--- config.mk ---
export PLATFORM = sky130hd
export DESIGN_NAME = pipe_hazard_ctrl
export DESIGN_NICKNAME = d
export VERILOG_FILES = /design/src/rtl/riscv_ctrl_pkg.sv /design/src/rtl/load_use_detect.sv /design/src/rtl/pipe_hazard_ctrl.sv
export SDC_FILE = /design/constraint.sdc
export NUM_CORES = 1
export LEC_CHECK = 0
export CORE_MARGIN = 8
export CORE_UTILIZATION = 30
export DETAILED_ROUTE_END_ITERATION = 8
export PLACE_DENSITY = 0.71
export SYNTH_ARGS = -nofsm -noshare
export SYNTH_HDL_FRONTEND = slang
export SYNTH_SLANG_ARGS = --single-unit
--- constraint.sdc ---
create_clock -name clk -period 4.9 [get_ports clk]
set_clock_uncertainty 0.05 [all_clocks]
set_input_delay 0.98 -clock clk [delete_from_list [all_inputs] [get_ports clk]]
set_output_delay 0.98 -clock clk [all_outputs]
set_load 0.01 [all_outputs]
--- src/rtl/riscv_ctrl_pkg.sv ---
//------------------------------------------------------------------------------
// Module : riscv_ctrl_pkg
// Brief  : Shared opcode constants and controller state encoding for the
//          5-stage pipeline sequencing logic.
// Rev    : 1.0
//------------------------------------------------------------------------------
`default_nettype none

package riscv_ctrl_pkg;

    localparam logic [6:0] R_TYPE = 7'b0110011;
    localparam logic [6:0] LW     = 7'b0000011;
    localparam logic [6:0] SW     = 7'b0100011;
    localparam logic [6:0] BEQ    = 7'b1100011;
    localparam logic [6:0] ADDI   = 7'b0010011;
    localparam logic [6:0] NOP    = 7'b0000000;

    typedef enum logic [1:0] {
        RUN      = 2'b00,
        MEM_WAIT = 2'b01,
        ERROR    = 2'b10
    } state_t;

endpackage

`default_nettype wire

--- src/rtl/load_use_detect.sv ---
//------------------------------------------------------------------------------
// Module : load_use_detect
// Brief  : Combinational load-use hazard flag: decodes which sources the ID
//          instruction reads and compares them against the loading ID/EX rd.
// Rev    : 1.0
//------------------------------------------------------------------------------
`default_nettype none

module load_use_detect
    import riscv_ctrl_pkg::*;
(
    input  logic [6:0] id_opcode,
    input  logic [4:0] id_rs1,
    input  logic [4:0] id_rs2,
    input  logic       ex_mem_read,
    input  logic [4:0] ex_rd,
    output logic       hazard
);

    logic w_use_rs1;
    logic w_use_rs2;

    always_comb begin
        w_use_rs1 = 1'b0;
        w_use_rs2 = 1'b0;
        case (id_opcode)
            R_TYPE, SW, BEQ: begin
                w_use_rs1 = 1'b1;
                w_use_rs2 = 1'b1;
            end
            LW, ADDI: begin
                w_use_rs1 = 1'b1;
            end
            default: begin
                w_use_rs1 = 1'b0;
                w_use_rs2 = 1'b0;
            end
        endcase
    end

    // x0 is hard-wired to zero, so a load into it can never create a dependency
    assign hazard = ex_mem_read && (ex_rd != 5'd0) &&
                    ((w_use_rs1 && (id_rs1 == ex_rd)) ||
                     (w_use_rs2 && (id_rs2 == ex_rd)));

endmodule

`default_nettype wire

--- src/rtl/pipe_hazard_ctrl.sv ---
//------------------------------------------------------------------------------
// Module : pipe_hazard_ctrl
// Brief  : Pipeline sequencing controller: stage enables/flushes, PC source,
//          data-memory handshake with timeout watchdog. Optional perf counters
//          enabled by defining PIPE_PERF_CNT_EN.
// Rev    : 1.0
//------------------------------------------------------------------------------
`default_nettype none

module pipe_hazard_ctrl
    import riscv_ctrl_pkg::*;
#(
    parameter int MEM_TIMEOUT = 15,
    parameter int CNT_W       = 32
) (
    input  logic             clk,
    input  logic             reset,
    input  logic [6:0]       id_opcode,
    input  logic [4:0]       id_rs1,
    input  logic [4:0]       id_rs2,
    input  logic             ex_mem_read,
    input  logic [4:0]       ex_rd,
    input  logic             mem_branch_taken,
    input  logic             mem_mem_read,
    input  logic             mem_mem_write,
    input  logic             dmem_ready,
    output logic             dmem_req,
    output logic             pc_en,
    output logic             if_id_en,
    output logic             id_ex_en,
    output logic             ex_mem_en,
    output logic             mem_wb_en,
    output logic             if_id_flush,
    output logic             id_ex_flush,
    output logic             ex_mem_flush,
    output logic             pc_src,
`ifdef PIPE_PERF_CNT_EN
    output logic [CNT_W-1:0] stall_cycles,
    output logic [CNT_W-1:0] flush_events,
`endif
    output logic             err
);

    localparam int WCNT_W = $clog2(MEM_TIMEOUT + 1);

    if ((MEM_TIMEOUT < 1) || (MEM_TIMEOUT > 255) || (CNT_W < 1)) begin : g_param_check
        $error("pipe_hazard_ctrl: illegal MEM_TIMEOUT or CNT_W");
    end

    state_t              r_state;
    state_t              w_state_nxt;
    logic [WCNT_W-1:0]   r_wcnt;
    logic [WCNT_W-1:0]   w_wcnt_nxt;
    logic                w_mem_access;
    logic                w_hazard;
    logic                w_go;
    logic                w_flush_fire;

    assign w_mem_access = mem_mem_read | mem_mem_write;

    load_use_detect u_load_use_detect (
        .id_opcode   (id_opcode),
        .id_rs1      (id_rs1),
        .id_rs2      (id_rs2),
        .ex_mem_read (ex_mem_read),
        .ex_rd       (ex_rd),
        .hazard      (w_hazard)
    );

    always_ff @(posedge clk) begin
        if (reset) begin
            r_state <= RUN;
            r_wcnt  <= '0;
        end else begin
            r_state <= w_state_nxt;
            r_wcnt  <= w_wcnt_nxt;
        end
    end

    always_comb begin
        w_state_nxt  = r_state;
        w_wcnt_nxt   = r_wcnt;
        w_go         = 1'b0;
        dmem_req     = 1'b0;
        pc_en        = 1'b0;
        if_id_en     = 1'b0;
        id_ex_en     = 1'b0;
        ex_mem_en    = 1'b0;
        mem_wb_en    = 1'b0;
        if_id_flush  = 1'b0;
        id_ex_flush  = 1'b0;
        ex_mem_flush = 1'b0;
        pc_src       = 1'b0;

        if (reset) begin
            if_id_flush  = 1'b1;
            id_ex_flush  = 1'b1;
            ex_mem_flush = 1'b1;
        end else begin
            case (r_state)
                RUN: begin
                    dmem_req = w_mem_access;
                    if (w_mem_access && !dmem_ready) begin
                        w_state_nxt = MEM_WAIT;
                        w_wcnt_nxt  = WCNT_W'(1);
                    end else begin
                        w_go = 1'b1;
                    end
                end
                MEM_WAIT: begin
                    dmem_req = 1'b1;
                    if (dmem_ready) begin
                        w_go        = 1'b1;
                        w_state_nxt = RUN;
                        w_wcnt_nxt  = '0;
                    end else if (r_wcnt == WCNT_W'(MEM_TIMEOUT)) begin
                        w_state_nxt = ERROR;
                    end else begin
                        w_wcnt_nxt = r_wcnt + WCNT_W'(1);
                    end
                end
                ERROR: begin
                    w_state_nxt = ERROR;
                end
                default: begin
                    w_state_nxt = ERROR;
                end
            endcase

            // Pipeline advances: branch squash outranks the load-use stall
            if (w_go) begin
                pc_en     = 1'b1;
                if_id_en  = 1'b1;
                id_ex_en  = 1'b1;
                ex_mem_en = 1'b1;
                mem_wb_en = 1'b1;
                if (mem_branch_taken) begin
                    pc_src       = 1'b1;
                    if_id_flush  = 1'b1;
                    id_ex_flush  = 1'b1;
                    ex_mem_flush = 1'b1;
                end else if (w_hazard) begin
                    pc_en       = 1'b0;
                    if_id_en    = 1'b0;
                    id_ex_flush = 1'b1;
                end
            end
        end
    end

    assign w_flush_fire = w_go & mem_branch_taken;
    assign err          = (r_state == ERROR);

`ifdef PIPE_PERF_CNT_EN
    logic [CNT_W-1:0] r_stall_cycles;
    logic [CNT_W-1:0] r_flush_events;

    always_ff @(posedge clk) begin
        if (reset) begin
            r_stall_cycles <= '0;
            r_flush_events <= '0;
        end else begin
            if (!pc_en && (r_stall_cycles != '1)) begin
                r_stall_cycles <= r_stall_cycles + CNT_W'(1);
            end
            if (w_flush_fire && (r_flush_events != '1)) begin
                r_flush_events <= r_flush_events + CNT_W'(1);
            end
        end
    end

    assign stall_cycles = r_stall_cycles;
    assign flush_events = r_flush_events;
`endif

endmodule

`default_nettype wire

==> run_results.csv, run 1 <==
group,metric,value,unit
run_status,status,"complete, no violations",
placement,gp_congestion,0.715,
yosys,synth-simple-area-share,0.301,
sta,final_hold_violations,0,
yosys,syn_avg_cell_area,7.91,sq um
worst_setup_path,critical_path_rt,3870,ps
clocking,tritoncts_num_sinks,6,
sta,min_period_over_period,0.815,
sta,setup_viol,0,
clocking,cts.reportedPaths.clkPinSlew,40,ps
yosys,combinational_family_with_the_most_area_after_synthesis,"simple AND/OR/NAND/NOR gates",
routing,wire_length_reported_by_the_detailed_router,1630,microns
cells_and_area,layout.cells.non_filler,133,
worst_setup_path,critPathCaptureType,"output pin",
placement,pre_cts_ws,913,ps
cells_and_area,final_net_count,140,
routing,drt-initial-drc-count,3,
floorplan,start_util,0.323,
power,power_density,164,nW/um^2
clocking,cts_repair_resize_count,0,
clocking,tritoncts.num_buffers,3,
worst_setup_path,crit_slowest_cell,"clkdlybuf4s50_1",
sta,max_slew.worst_pin.slew,370,ps
cells_and_area,area_added_between_synthesis_and_finish,70.1,%
grt,grt_pass1_vias,662,
yosys,syn_warnings,0,
routing,dr_pass1_iterations,2,
yosys,count_of_cell_types_in_the_netlist,31,
cells_and_area,insertedDiodeCount,0,
power,static_power_due_to_leakage,0.362,nW
sta,slew_headroom,0.752,
worst_setup_path,cp_data_arrival_time,2960,ps
sta,final.min_clock_period,3990,ps
worst_setup_path,worstSetupStartpointType,"input pin",
yosys,synth_compound_gate_area_share,0.196,
yosys,synth_nets,102,
yosys,syn_area,569,sq um
routing,routed_length_per_placed_instance,12.3,microns
sta,hold_slack,417,ps
floorplan,die_width,59.6,microns
clocking,cts_max_level,1,
grt,grt_first_pass_wirelength,2670,microns
yosys,synthXorXnorAreaFrac,0.154,
sta,tns,0,ps
yosys,muxShareOfSynthArea,0.0176,
floorplan,placeableCoreArea,1760,sq um
worst_setup_path,timing.setup.critical_path_class,"input pin to output pin",
cells_and_area,post_route_cells_drive_above_1_share,0.0833,
worst_setup_path,cell_mode_on_critical_path,"clkdlybuf4s50_1",
routing,detail_route.drc_violations,0,
clocking,cts.hold.buffers_added,0,
cells_and_area,final_cell_mix,"clkdlybuf4s50_1, nor2_1, xor2_1, dfxtp_1, nor3_1",
min_path,hold_path.class,"register to register",
sta,report.final.slew_viol_count,0,
floorplan,die_y,59.6,microns
yosys,synth_top_cell_area_share,0.211,
routing,detailroute.via_count,631,
yosys,netlist.top_cell.by_area,"dfxtp_1",
routing,ant_nets,0,
yosys,synth_fa_ha_area_frac,0.0220,
cells_and_area,layout_commonest_cell,"clkdlybuf4s50_1",
sta,setup_ws,907,ps
placement,port_buffers,39,
grt,grt_util_all_layers,0.0989,
routing,vias_per_cell,4.74,
worst_setup_path,slowest_delay,550,ps
cells_and_area,fill_cells,189,
clocking,buffers_inserted_during_post_cts_setup_optimization,0,
sta,grt_setup_unrepaired,"no",
clocking,cts_buffer_depth,2,
floorplan,ios,40,
grt,maximum_number_of_pins_on_one_net_before_global_route_repair,10,
yosys,netlist_instances,72,
floorplan,die_outline_area,3550,sq um
worst_setup_path,critical_path.max_fanout,5,
job,maxCapViolations,0,
clocking,tritoncts,"done",
clocking,cts.root.buffer_cell,"clkbuf_4",
placement,place_hpwl,1450,microns
yosys,synth_seq_area_share,0.211,
placement,dp_cells,130,
worst_setup_path,path_cells,"clkdlybuf4s50_1 -> nor3_1 -> o21ai_0 -> nor2_1 -> o31a_1 -> clkdlybuf4s50_1",
power,ir_drop,0.0000664,V
cells_and_area,finish.utilization,0.549,
clocking,clk_latency,240,ps
yosys,synthTopCellsByArea,"dfxtp_1, xor2_1, nor2_1, buf_4, nor3_1",
floorplan,fp-row-count,15,
yosys,postSynthRegisterBits,6,
grt,overflow,0,
sta,maxClockFrequency,250,MHz
grt,initial_antenna_violation_count,0,
-- state kept, by name (all words and copies together) (netlist names) --
signal   cells
r_wcnt       4
r_state      2
-- metal layers --
| layer | global-route usage | wire (microns) |
|---|---|---|
| met5 | 0 | 0 |
| met4 | 0.0612 | 8 |
| met3 | 0.0716 | 252 |
| met2 | 0.159 | 737 |
| met1 | 0.0875 | 636 |
-- cell usage after synthesis --
cell type  count
nor4_2         1
a21oi_1        4
inv_1          3
or2_1          1
o221ai_2       1
o21ba_4        1
nor3_2         2
mux2i_1        1
nor2_1        10
o21a_1         1
ha_1           1
a32oi_1        1
buf_6          1
nand4_1        2
nor3b_2        1
o21ai_1        2
o31ai_1        1
o21ai_0        2
nand2_1        4
clkbuf_1       1
and3_1         1
dfxtp_1        6
and2_1         1
o211ai_1       1
or3b_1         1
xor2_1         9
and3b_1        1
o31a_1         1
xnor2_1        1
nor3_1         5
buf_4          4
-- worst max-delay path: cells and delay by family --
| kind | cells | cell delay, ps |
|---|---|---|
| buf+inv | 2 | 980 |
| simple gates | 2 | 600 |
| compound gates | 2 | 410 |
-- stage by stage --
| step | area (sq um) | power, mW |
|---|---|---|
| after floorplan | 569 | 0.0799 |
| after global routing | 968 | 0.169 |
| after detailed placement | 946 | 0.116 |
| final | 968 | 0.159 |
| after CTS | 968 | 0.163 |
| after global placement | 946 | 0.115 |
-- path summary, 6_finish.rpt --
path | end | from | slack (ps) | cells past startpoint
setup reg to reg | r_wcnt[0] | r_wcnt[0] | 3380 | 5
hold / removal | r_wcnt[1] | r_wcnt[1] | 420 | 2
hold reg to reg | r_wcnt[1] | r_wcnt[1] | 420 | 2
setup / recovery | if_id_en | mem_mem_write | 910 | 6
-- power breakdown --
group          leakage (nW)  total [mW]  switching (mW)  internal (mW)
logic                 0.300      0.0620          0.0227         0.0393
registers            0.0489      0.0522         0.00182         0.0504
clock network        0.0138      0.0448          0.0172         0.0277
-- kinds of logic after synthesis --
| logic type | Yosys count |
|---|---|
| AO/OA/AOI/OAI | 15 |
| XOR/XNOR | 10 |
| adder cells (fa/ha/maj) | 1 |
| buffers and inverters | 9 |
| flip-flops | 6 |
| multiplexers | 1 |
| AND/OR/NAND/NOR | 30 |
-- cell type report --
class	count	area, sq um	share of cell area
Clock buffer	3	22.5	0.0233
Inverter	3	11.3	0.0116
Multi-Input combinational cell	57	393	0.406
Sequential cell	6	120	0.124
Tap cell	25	31.3	0.0323
Timing Repair Buffer	39	390	0.403
Note: power is estimated with default switching activity, not from simulation.
==> run 2: changes to the inputs <==
Settings changed: PLACE_DENSITY 0.71 to 0.73.
Clock period 4.9 ns to 3.3 ns, I/O delays scaled along.
==> run_results.csv, run 2 (synthesized netlist as in run 1, its figures left out) <==
group,metric,value,unit
cells_and_area,layout_top_registers,"r_wcnt (4), r_state (2)",
sta,report.final.slew_viol_count,0,
grt,overflow,0,
cells_and_area,finalInstanceArea,1010,sq um
sta,slew_headroom,0.780,
power,clock_power_share,0.283,
min_path,hp-start,"r_wcnt[1]",
placement,dp_cells,135,
floorplan,ios,40,
placement,place_hpwl,1560,microns
routing,detailroute.via_count,648,
min_path,timing.hold.worst_path_depth,2,
grt,use_met2,0.186,
grt,initial_antenna_violation_count,0,
cells_and_area,multiInputGateArea,393,sq um
job,maxCapViolations,0,
worst_setup_path,timing.rr.start,"r_wcnt[0]",
power,static_power_due_to_leakage,0.419,nW
cells_and_area,regMostFlops,"r_wcnt",
power,power.switching,65.4,uW
worst_setup_path,r2r.worst_path.cells,5,
sta,hold_slack,417,ps
cells_and_area,sequential_cell_area,120,sq um
sta,min_period_over_period,0.951,
worst_setup_path,worst_r2r_endpoint,"r_wcnt[0]",
clocking,clk_latency,250,ps
worst_setup_path,timing.setup.critical_path_class,"input pin to output pin",
routing,dr_pass1_iterations,3,
clocking,cts.reportedPaths.clkPinSlew,40,ps
power,p_comb_frac,0.399,
floorplan,die_outline_area,3550,sq um
grt,grt_util_all_layers,0.108,
power,total_power,243,uW
power,pwr-share-seq,0.318,
run_status,status,"complete, no violations",
worst_setup_path,worstSetupStartpointType,"input pin",
floorplan,die_width,59.6,microns
routing,ant_nets,0,
sta,tns,0,ps
grt,globalRoute.busiestLayer,"met2",
grt,grt_first_pass_wirelength,2940,microns
grt,grt_use_met1,0.0934,
floorplan,die_y,59.6,microns
power,ir_drop,0.000136,V
cells_and_area,layout.cells.non_filler,138,
cells_and_area,layout_commonest_cell,"clkdlybuf4s50_1",
min_path,hold_path.class,"register to register",
floorplan,start_util,0.323,
clocking,buffers_inserted_during_post_cts_setup_optimization,0,
clocking,tritoncts_num_sinks,6,
routing,routed_length_per_placed_instance,12.7,microns
clocking,cts_max_level,1,
grt,grt_pass1_vias,730,
cells_and_area,final_net_count,145,
sta,final_hold_violations,0,
cells_and_area,area_added_between_synthesis_and_finish,78.0,%
sta,final.min_clock_period,3140,ps
placement,placed_cell_area,983,sq um
cells_and_area,insertedDiodeCount,0,
sta,grt_setup_unrepaired,"no",
sta,setup_viol,0,
clocking,cts.root.buffer_cell,"clkbuf_4",
clocking,tritoncts.num_buffers,3,
sta,setup_ws,163,ps
routing,drt-initial-drc-count,4,
sta,max_slew.worst_pin.slew,329,ps
floorplan,placeableCoreArea,1760,sq um
cells_and_area,final_cell_mix,"clkdlybuf4s50_1, nor2_1, xor2_1, dfxtp_1",
floorplan,fp-row-count,15,
clocking,tritoncts,"done",
power,swShare,0.269,
routing,vias_per_cell,4.70,
placement,pre_cts_ws,25.4,ps
grt,grt.met3_usage,0.0803,
routing,detail_route.drc_violations,0,
power,p_int,178,uW
sta,maxClockFrequency,319,MHz
cells_and_area,post_route_cells_drive_above_1_share,0.124,
min_path,whs_endpoint,"r_wcnt[1]",
worst_setup_path,cp_data_arrival_time,2430,ps
cells_and_area,finish.utilization,0.574,
worst_setup_path,critPathCaptureType,"output pin",
routing,wire_length_reported_by_the_detailed_router,1760,microns
cells_and_area,largest_register_ff_count,4,
cells_and_area,fill_cells,168,
power,power_density,240,nW/um^2
placement,gp_congestion,0.711,
worst_setup_path,critical_path_rt,2590,ps
clocking,cts.hold.buffers_added,0,
clocking,cts_buffer_depth,2,
worst_setup_path,cp-startpoint,"mem_mem_write",
placement,port_buffers,39,
worst_setup_path,setup.reg_to_reg.worst_slack,1790,ps
worst_setup_path,critical_path.max_fanout,4,
grt,maximum_number_of_pins_on_one_net_before_global_route_repair,9,
[run 2: layout make-up]
type                       count  area share
tap                           25      0.0309
clock buffer                   3      0.0222
inverter                       3      0.0111
sequential                     6       0.119
multi-input combinational     57       0.388
timing repair buffer          44       0.430
[run 2: power groups by stage]
stage               sequential [mW]  clock [mW]  combinational (mW)
finish                       0.0774      0.0688              0.0969
global route                 0.0776      0.0764               0.105
CTS                          0.0775      0.0724              0.0991
detailed placement           0.0789           0              0.0987
global placement             0.0788           0              0.0973
floorplan                    0.0781           0              0.0405
[run 2: repair_timing]
| item | 4_1_cts | 5_1_grt |
|---|---|---|
| hold endpoints to repair | 0 | 0 |
| gates resized for setup | 0 | 3 |
| setup endpoints to repair | 0 | 3 |
[run 2: worst max-delay path by stage]
| stage | endpoint | slack, ps | cells after the start |
|---|---|---|---|
| floorplan | pc_en | 860 | 5 |
| global placement | id_ex_flush | 40 | 6 |
| detailed placement | id_ex_flush | 30 | 6 |
| CTS | id_ex_flush | 30 | 6 |
| global route | pc_src | 10 | 6 |
| finish | pc_src | 160 | 6 |
[run 2: worst max-delay path, stage by stage]
cell and delay, ps:
clkdlybuf4s50_1 440, nor3_1 240, o21ai_0 160, nor2_1 230, and2_1 170, clkdlybuf4s50_1 540
[run 2: metal layers]
layer  routed length [microns]  share of wire
met5                         0              0
met4                         6         0.0034
met3                       235           0.13
met2                       842           0.48
met1                       672           0.38
==> edit: new RTL, settings of run 1 <==
Change the parameter `MEM_TIMEOUT` from 15 to 17.
--- a/src/rtl/pipe_hazard_ctrl.sv
+++ b/src/rtl/pipe_hazard_ctrl.sv
@@ -12,3 +12,3 @@
 #(
-    parameter int MEM_TIMEOUT = 15,
+    parameter int MEM_TIMEOUT = 17,
     parameter int CNT_W       = 32
Formal check against the unedited RTL: same outputs for any inputs over 10 cycles, from zero or initial values and one cycle with reset high; that may be too few to reach the edited logic, so the function may still have changed.
==> edit against run 1 <==
Total power rose by 12%; critical path depth did not move; area after synthesis rose by 18%; sequential cell count rose by 1; wire length rose by 17%; via count rose by 19%; final area rose by 12%; setup slack improved by 3.0 ps.
==> edit: results (changes against run 1) <==
* Status: complete, no violations
* Cells after Synth at 84 (+17%)
* GPL Wtd Cong at 0.7927 (+11%)
* Syn Nets at 115 (+13%)
* Rel. slew slack at 39.42% (-36 points)
* PortBufs at 39 (unchanged)
* Cts bufs inserted at 3 (unchanged)
* Antenna violations before repair at 0 (unchanged)
* Sequential share of the synthesized area at 20.93% (-0.16 points)
* Maximum number of pins on one net before global-route repair at 17 (+7)
* Filler instances at 223 (+18%)
* Post-CTS setup buffer count at 0 (unchanged)
* Ys Warns at 0 (unchanged)
* CP peak stage delay at 550 ps (about the same)
* Clock Pin Slew Worst Setup and Hold Paths at 50 ps
* Final Non-Filler Cells at 150 (+13%)
* Most instantiated cells after synthesis: 9 x xor2_1, 7 x dfxtp_1
* Critical path peak fanout at 4 (-1)
* Drt first pass iters at 4 (+2)
* Crit path max-delay cell type: clkdlybuf4s50_1
* Post-synth top flop: dfxtp_1
* Worst Min Path Start: r_wcnt[1]
* NetSw at 48.21 µW (+16%)
* Max rail drop VDD at 113.3 µV (+71%)
* Vias post-DR at 753 (+19%)
* N_diodes at 0 (unchanged)
* H-tree depth at 1 (unchanged)
* Leakage at 0.4075 nW (+13%)
* Worst EP arrival at 2960 ps (about the same)
* Final WL at 1904 µm (+17%)
* Clock Latency Late Sink at 250 ps
* RR Startpoint: r_wcnt[1]
* GRT Util Overall at 9.275% (-0.62 points)
* Synth top area cells: dfxtp_1 21%, xor2_1 12%, a21oi_1 4.5%, o21ai_0 4.5%, buf_4 4.5%
* Root Driver: clkbuf_4
* DP HPWL at 1609 µm (+11%)
* Worst setup startpoint: mem_mem_write
* Biggest regs: r_wcnt: 5 flops, r_state: 2 flops
* Number of global-route vias before repair at 772 (+17%)
* First-pass GRT wire length at 3029 µm (+13%)
* Bufs on Longest Clock Path at 2 (unchanged)
* CTS resizes at 0 (unchanged)
* Share of cells above drive strength 1 at 4.918% (-3.4 points)
* Post-synth cell types at 34 (+9.7%)
* Async SR Flop Fraction at 0% (unchanged)
* Crit path max-delay family: buffers and inverters
* Drt initial violations at 29 (+26)
* HP Class: flop to flop
==> edit: cell count changes after synthesis, moves of 2 or more <==
cell,before,now
inv_1,3,6
or3_1,0,4
nor3_2,2,0
nor2_1,10,6
or4_1,0,2
o21ai_1,2,0
nand2b_1,0,2
a31oi_1,0,2
o21ai_0,2,6
a21oi_1,4,6
==> edit: power groups by stage <==
stage / clock network [mW] / registers [mW] / logic, mW
final: 0.0519 / 0.0608 / 0.0654
after global routing: 0.0604 / 0.0612 / 0.0710
after CTS: 0.0557 / 0.0607 / 0.0664
after detailed placement: 0 / 0.0620 / 0.0656
after global placement: 0 / 0.0619 / 0.0650
after floorplan: 0 / 0.0614 / 0.0281
==> edit: logic make-up after synthesis <==
| family | synth area share (%) |
|---|---|
| AO/OA/AOI/OAI | 23.93 |
| adder cells (fa/ha/maj) | 3.738 |
| buffers and inverters | 8.411 |
| XOR/XNOR | 13.09 |
| flip-flops | 20.93 |
| AND/OR/NAND/NOR | 29.91 |
==> edit: path summary, 6_finish.rpt <==
| kind | endpoint | slack (ps) | depth (start not counted) |
|---|---|---|---|
| worst max-delay path | pc_en | 910 | 6 |
| worst min register to register | r_wcnt[1] | 460 | 2 |
| worst max register to register | r_wcnt[3] | 3260 | 6 |
| worst min-delay path | r_wcnt[1] | 460 | 2 |
==> edit: metrics by stage <==
| step | setup WS [ps] | instance area [µm²] | total power [mW] | hold WS, ps | util [%] |
|---|---|---|---|---|---|
| 6_report | 909.9 | 1087 | 0.1782 | 462.8 | 50.12 |
| 4_1_cts | 888.0 | 1087 | 0.1829 | 463.0 | 50.12 |
| 3_3_place_gp | 916.0 | 1061 | 0.1270 | 447.4 | 48.90 |
| 2_1_floorplan | 1655 | 669.4 | 0.08956 | 429.5 | - |
| 5_1_grt | 788.1 | 1087 | 0.1926 | 492.1 | 50.12 |
| 3_5_place_dp | 902.2 | 1061 | 0.1276 | 455.6 | 48.90 |
==> edit: worst reg2reg max path, stage by stage (launching register included) <==
cell	delay (ps)
dfxtp_1	360
inv_1	60
ha_1	220
nand4bb_4	130
o211ai_4	130
or4_1	470
a21oi_1	150
==> edit: final cells by class <==
class / instances / area share [%]
Tap cell: 28 / 3.222
Sequential cell: 7 / 12.89
Timing Repair Buffer: 39 / 35.90
Clock buffer: 4 / 2.417
Multi-Input combinational cell: 66 / 43.50
Inverter: 6 / 2.071
==> edit: metal layers <==
layer | track usage (%) | part of all wire, %
met1 | 8.761 | 40
met2 | 14.60 | 44
met3 | 8.834 | 16
met4 | 1.671 | 0
met5 | 0 | 0
